--- src/rtl/depth_sweep_ctrl.sv ---
// Sweeps a price range one limit at a time, querying an external volume-at-limit
// engine per level and accumulating a saturating cumulative volume.
module depth_sweep_ctrl #(
   parameter int LIM_W   = 16,
   parameter int ACC_W   = 24,
   parameter int TIMEOUT = 255
) (
   input  logic             clk,
   input  logic             rst,
   input  logic             req_start,
   input  logic             req_side,
   input  logic [LIM_W-1:0] req_lo,
   input  logic [LIM_W-1:0] req_hi,
   output logic             busy,
   output logic             lvl_valid,
   output logic [LIM_W-1:0] lvl_limit,
   output logic [LIM_W-1:0] lvl_volume,
   output logic [ACC_W-1:0] total,
   output logic             sweep_done,
   output logic             err,
   output logic             q_start,
   output logic             q_side,
   output logic [LIM_W-1:0] q_limit,
   input  logic [LIM_W-1:0] q_volume,
   input  logic             q_done
);

   localparam int CNT_W = $clog2(TIMEOUT + 1);
   localparam logic [CNT_W-1:0] CNT_LAST = CNT_W'(TIMEOUT - 1);

   typedef enum logic [2:0] {
      IDLE  = 3'd0,
      ISSUE = 3'd1,
      WAIT  = 3'd2,
      EMIT  = 3'd3,
      FIN   = 3'd4
   } state_t;

   state_t           state;
   state_t           state_nxt;
   logic             side_r;
   logic [LIM_W-1:0] cur_lim;
   logic [LIM_W-1:0] end_lim;
   logic [CNT_W-1:0] tmo_cnt;
   logic             err_flag;
   logic             range_bad;
   logic             last_lvl;
   logic             tmo_hit;

   function automatic logic [ACC_W-1:0] sat_add(input logic [ACC_W-1:0] acc,
                                                input logic [LIM_W-1:0] vol);
      logic [ACC_W:0] sum;
      sum = {1'b0, acc} + (ACC_W+1)'(vol);
      return sum[ACC_W] ? {ACC_W{1'b1}} : sum[ACC_W-1:0];
   endfunction

   assign range_bad = (req_lo > req_hi);
   // Equality against the end limit keeps sweeps touching 0 or all-ones from wrapping.
   assign last_lvl  = (cur_lim == end_lim);
   assign tmo_hit   = (tmo_cnt == CNT_LAST);

   always_ff @(posedge clk) begin
      if (rst) state <= IDLE;
      else     state <= state_nxt;
   end

   always_comb begin
      state_nxt = state;
      case (state)
         IDLE:    if (req_start) state_nxt = range_bad ? FIN : ISSUE;
         ISSUE:   state_nxt = WAIT;
         WAIT: begin
            if (q_done)       state_nxt = EMIT;
            else if (tmo_hit) state_nxt = FIN;
         end
         EMIT:    state_nxt = last_lvl ? FIN : ISSUE;
         FIN:     state_nxt = IDLE;
         default: state_nxt = IDLE;
      endcase
   end

   always_comb begin
      busy       = (state != IDLE);
      q_start    = (state == ISSUE);
      lvl_valid  = (state == EMIT);
      sweep_done = (state == FIN);
      err        = (state == FIN) && err_flag;
   end

   assign q_side  = side_r;
   assign q_limit = cur_lim;

   always_ff @(posedge clk) begin
      if (rst) begin
         side_r     <= 1'b0;
         cur_lim    <= '0;
         end_lim    <= '0;
         tmo_cnt    <= '0;
         err_flag   <= 1'b0;
         lvl_limit  <= '0;
         lvl_volume <= '0;
         total      <= '0;
      end else begin
         case (state)
            IDLE: begin
               if (req_start) begin
                  side_r   <= req_side;
                  cur_lim  <= req_side ? req_lo : req_hi;
                  end_lim  <= req_side ? req_hi : req_lo;
                  total    <= '0;
                  tmo_cnt  <= '0;
                  err_flag <= range_bad;
               end
            end
            ISSUE: tmo_cnt <= '0;
            WAIT: begin
               // Result is registered on q_done so total and lvl_* line up with lvl_valid.
               if (q_done) begin
                  lvl_volume <= q_volume;
                  lvl_limit  <= cur_lim;
                  total      <= sat_add(total, q_volume);
               end else if (tmo_hit) begin
                  err_flag <= 1'b1;
               end else begin
                  tmo_cnt <= tmo_cnt + CNT_W'(1);
               end
            end
            EMIT: begin
               if (!last_lvl) cur_lim <= side_r ? cur_lim + LIM_W'(1) : cur_lim - LIM_W'(1);
            end
            default: ;
         endcase
      end
   end

endmodule

--- config.mk ---
export PLATFORM = sky130hd
export DESIGN_NAME = depth_sweep_ctrl
export DESIGN_NICKNAME = d
export VERILOG_FILES = /design/src/rtl/depth_sweep_ctrl.sv
export SDC_FILE = /design/constraint.sdc
export NUM_CORES = 1
export LEC_CHECK = 0
export BUFFER_PORTS_ARGS = -buffer_cell sky130_fd_sc_hd__buf_2
export CORE_MARGIN = 3
export CORE_UTILIZATION = 50
export DETAILED_ROUTE_END_ITERATION = 6
export GPL_TIMING_DRIVEN = 0
export PLACE_DENSITY = 0.86
export RECOVER_POWER = 25
export SLEW_MARGIN = 20
export SYNTH_ARGS = -nofsm -noshare
export SYNTH_HDL_FRONTEND = slang
export SYNTH_SLANG_ARGS = --single-unit
--- constraint.sdc ---
create_clock -name clk -period 3.7 [get_ports clk]
set_input_delay 0.185 -clock clk [delete_from_list [all_inputs] [get_ports clk]]
set_output_delay 0.185 -clock clk [all_outputs]
set_load 0.01 [all_outputs]
; Word-level counts from Yosys, hierarchy flattened
; Index checks and enable logic that the tools add are counted.
; Widths: inputs -> output; s select.
[op_classes]
n_eq_ne = 13
n_reduce_logical = 13
mux = 24
n_mul = 0
div_mod_pow = 0
bitwise = 0
n_shift = 0
n_addsub = 4
n_lt_le_gt_ge = 1
[ops]
columns = cell, count
row1 = $mux 16, 5
row2 = $mux 24, 3
row3 = $pmux 24 s2, 1
row4 = $pmux 16 s2, 1
row5 = $add 24x16->25, 1
row6 = $mux 8, 3
row7 = $pmux 8 s3, 1
row8 = $add 16x1->16 const B, 1
row9 = $eq 16x16->1, 1
row10 = $gt 16x16->1, 1
row11 = $sub 16x1->16 const B, 1
row12 = $mux 3, 5
row13 = $ne 2x2->1 const B, 6
row14 = $pmux 3 s4, 1
row15 = $add 8x1->8 const B, 1
row16 = $eq 8x8->1 const B, 1
row17 = $reduce_and 4->1, 2
row18 = $eq 3x2->1 const B, 2
row19 = $reduce_and 2->1, 3
row20 = $reduce_and 3->1, 2
row21 = $reduce_bool 3->1, 2
row22 = $reduce_bool 2->1, 2
row23 = $eq 3x1->1 const B, 1
row24 = $eq 3x3->1 const B, 1
row25 = other kinds (5), 7
[word_totals]
register_bits = 101
romBits = 0
wordCells = 64
out_inout_bits = 78
mem_count = 0
input_bits = 53
ramBits = 0
latch_bits = 0

; Longest topological paths before layout
[logic_depth]
word_depth = 4
ltp_mapped = 10
depth_no_buf = 9

; Worst setup path after synthesis
; OpenSTA, ideal clock, no wires.
[synth_path]
path_kind = register to register
from = reg side_r, in the netlist q_side
to = reg cur_lim[13], in the netlist q_limit[13]
setup_slack_ps = 1209
synth_period_minus_slack_ps = 2491
t_arrival_ps = 2360
t_required_ps = 3569
path_buffers = 0
path_stages_with_launch = 10
setup_time_ps = 131
cell_sequence = dfxtp_1 -> inv_1 -> ha_1 -> o21ai_0 -> o21ai_1 -> a2111oi_4 -> a21oi_1 -> xor2_1 -> a21oi_1 -> o31ai_1
[synth_between]
elab_chain_len = 3
[synth_lines]
columns = item, line_no
row1 = start: declaration, 41  ; logic side_r;
row2 = start signal: assignment, 107  ; side_r <= req_side;
row3 = $mux 16 (2 in series), 129  ; if (!last_lvl) cur_lim <= side_r ? cur_lim + LIM_W'(1) : cur_lim - LIM_W'(1);
row4 = $pmux 16 s2, 104  ; case (state)
row5 = end signal: assignment, 108  ; cur_lim <= req_side ? req_lo : req_hi;
row6 = end signal: assignment, 129
row7 = end: declaration, 42  ; logic [LIM_W-1:0] cur_lim;
; Every way passes these cells. The select of a mux whose other input is x is not followed.
; A chain may end at the register's enable or synchronous reset.

; Worst setup path in the final report
[layout_path]
from = reg side_r, in the netlist q_side
to = reg cur_lim[14], in the netlist q_limit[14]
; Same word-level chain as after synthesis.

==> impl_metrics.toml <==
[status]
outcome = "finished, final reports clean"

[placement]
place_hpwl_mm = 14.2
pre_cts_ws_ns = 0.811
port_buffers = 129
place.gp.congestion = 0.953

[worst_setup_path]
endpoint_kind = "flip-flop"
cp_max_fo = 16
worstPathRequired_ns = 3.96
cp_top_family = "compound AO/OA/AOI/OAI gates"
r2r_slack_ns = 0.67
path_cells = "inv_1, ha_1, a2111oi_0, o21ai_0, a31oi_1, o21ai_0, xor2_1, a21oi_1, o31ai_1"
crit_arrival_ns = 3.29
critPathBufInv = 1
crit_type = "reg -> reg"
crit_top_cell = "o21ai_0"
slowest_delay_ns = 0.49
crit_slowest_cell = "inv_1"
critPathLaunchType = "flip-flop"

[timing]
clock_skew_ns = 0.00931
fin_crit_sh_pct = 82.0
period_minus_slack_ns = 3.03
tns_ns = 0
setup_viol = 0
whs_ns = 0.0840
maxSlewViolCount = 0
worst_pin_slew_ns = 1.12
rsz0062_at_grt = "no"
finalHoldViolations = 0
slew_headroom_pct = 24.1
maxClockFrequency_mhz = 330
setup_ws_ns = 0.666

[cells_and_area]
finalNetCount = 1036
fin_util_pct = 61.5
drive_above_1_share_pct = 14.3
syn_to_final_growth_pct = 17.2
antenna_cells = 0

[drt]
routedWlPerCell_um = 17.0
drt-initial-drc-count = 627
dr_total_vias = 6532
firstDrtPassIters = 5
drtAntennaViolNets = 0
viasPerCell = 5.91
routed_wl_mm = 18.8
drc = 0

[cts]
cts_buffers = 9
root_buffer = "clkbuf_16"
cts_resized = 0
h-tree-depth = 3
clk_path_buf_depth = 2
cts.clk_slew.worst_paths_ns = 0.07
cts_num_sinks = 101
post_cts_buffers = 0
cts_tree = "yes"
clock_latency_ns = 0.35
postCtsHoldBufs = 0

[floorplan]
core-area_mm2 = 0.0123
die_x_um = 120
die_area_mm2 = 0.0143
die_h_um = 120
start_util_pct = 52.4
num_rows = 40
io_pins = 131

[logic_synthesis]
yosys_warnings = 0
syn_inst = 793
synth_top_cell_area_share_pct = 31.3
syn_area_per_cell_um2 = 8.14
synth-edff-count = 0
synthDistinctLibCells = 68
yosys-top-cells-area = "dfxtp_1 (31%), ha_1 (9.3%), a21oi_1 (7.7%)"
synth_most_common_cell = "dfxtp_1"
yosysSeqAreaShare_pct = 31.3
ys_ff_latch = 101
synth_nets = 896
syn_area_mm2 = 0.00645
ys.flop_type = "dfxtp_1"
synth_commonest_cells = "dfxtp_1 (101), a21oi_1 (99), nand2_1 (97), nor2_1 (63), ha_1 (48)"
synthArstFlopShare_pct = 0
yosysTopAreaCell = "dfxtp_1"

[power]
p_leak_nw = 3.30
combPwrFrac_pct = 37.6
pwr-share-seq_pct = 35.6
pwr-share-clk_pct = 26.8
netSwitchingPower_mw = 1.39
ir_worst_vdd_mv = 0.328
switching_share_pct = 37.5
internal-power_mw = 2.31
power_density_mw_per_mm2 = 490

[grt]
overflow = 0
gr-usage-all-layers_pct = 25.7
grt_max_degree = 17
first_global_vias = 6136
grt_pass1_wl_mm = 30.0
antenna_found_initial = 0

[min_path]
min_path_type = "in -> reg"

[job]
max_cap_violations = 0
==> metrics by stage <==
stage / cells / power [mW] / area [um^2]
3_3_place_gp: 1090 / 2.67 / 7310
5_1_grt: 1106 / 3.92 / 7570
6_report: 1106 / 3.70 / 7570
4_1_cts: 1106 / 3.69 / 7620
2_1_floorplan: 793 / 2.32 / 6450
3_5_place_dp: 1090 / 2.70 / 7310
==> worst register-to-register path: cells and delay by family (launching register included) <==
kind / cells / cell delay (ns)
xor gates and xnor gates: 1 / 0.16
buffers and inverters: 1 / 0.49
DFF: 1 / 0.36
adders and majority gates: 1 / 0.42
AOI/OAI and AO/OA: 6 / 1.50
==> kinds of logic after synthesis <==
family                     synth area share, %
AOI/OAI and AO/OA                         24.6
xor gates and xnor gates                  6.38
adders and majority gates                 9.92
buffers and inverters                     4.44
DFF                                       31.3
muxes                                     4.83
and+or+nand+nor                           18.5
==> layout by cell type (no fill, tap or decap), types with 3 or more instances in the layout <==
cell type  instances
a2111oi_0          4
a211o_1            5
a211oi_1          29
a211oi_2           3
a21o_1            17
a21oi_1           99
a221oi_1           3
a311oi_1           8
a31oi_1            3
and2_1             3
and3_1             6
buf_1              5
buf_2             98
clkbuf_1          66
clkbuf_16          9
dfxtp_1          101
ha_1              48
inv_1             32
mux2i_1           30
nand2_1           97
nand2b_1           7
nand3_1           13
nand4_1           12
nor2_1            63
nor2b_1            5
nor3_1            20
nor4_1             6
o211ai_1           7
o21ai_0           24
o21ai_1            3
o21bai_1           4
o311ai_0           3
o31ai_1            4
or2_2              4
xnor2_1           15
xor2_1            32
==> cell type report <==
class	count	area, um^2
clock inverter	5	58.8
tap	168	210
fill	1125	4740
multi-input combinational	620	4150
sequential	101	2020
timing repair buffer	129	591
clock buffer	11	253
buffer	40	166
inverter	32	120
==> state kept, by name (all words and copies together) (netlist names), 3 cells and up <==
name	flops
end_lim	16
lvl_limit	16
lvl_volume	16
q_limit	16
state	3
tmo_cnt	8
total	24
==> worst paths after layout <==
check / cells after the start / from / endpoint
min reg2reg: 2 / lvl_limit[14]$_SDFFE_PP0P_ / lvl_limit[14]$_SDFFE_PP0P_
max: 9 / q_side$_SDFFE_PP0P_ / q_limit[14]$_SDFFE_PP0P_
max reg2reg: 9 / q_side$_SDFFE_PP0P_ / q_limit[14]$_SDFFE_PP0P_
min: 3 / q_volume[4] / lvl_volume[4]$_SDFFE_PP0P_
==> power groups by stage <==
stage               combinational (mW)  clock, mW  sequential (mW)
floorplan                        0.986          0             1.33
detailed placement                1.36          0             1.34
finish                            1.39      0.994             1.32
global route                      1.55       1.04             1.33
global placement                  1.33          0             1.34
CTS                               1.38      0.993             1.32
==> metal layers <==
layer	GRT usage (%)	wire length, um
met3	5.80	1390
met1	33.4	8360
met4	9.45	575
met2	41.8	8470
met5	0	0
Note: power is estimated with default switching activity, not from simulation.
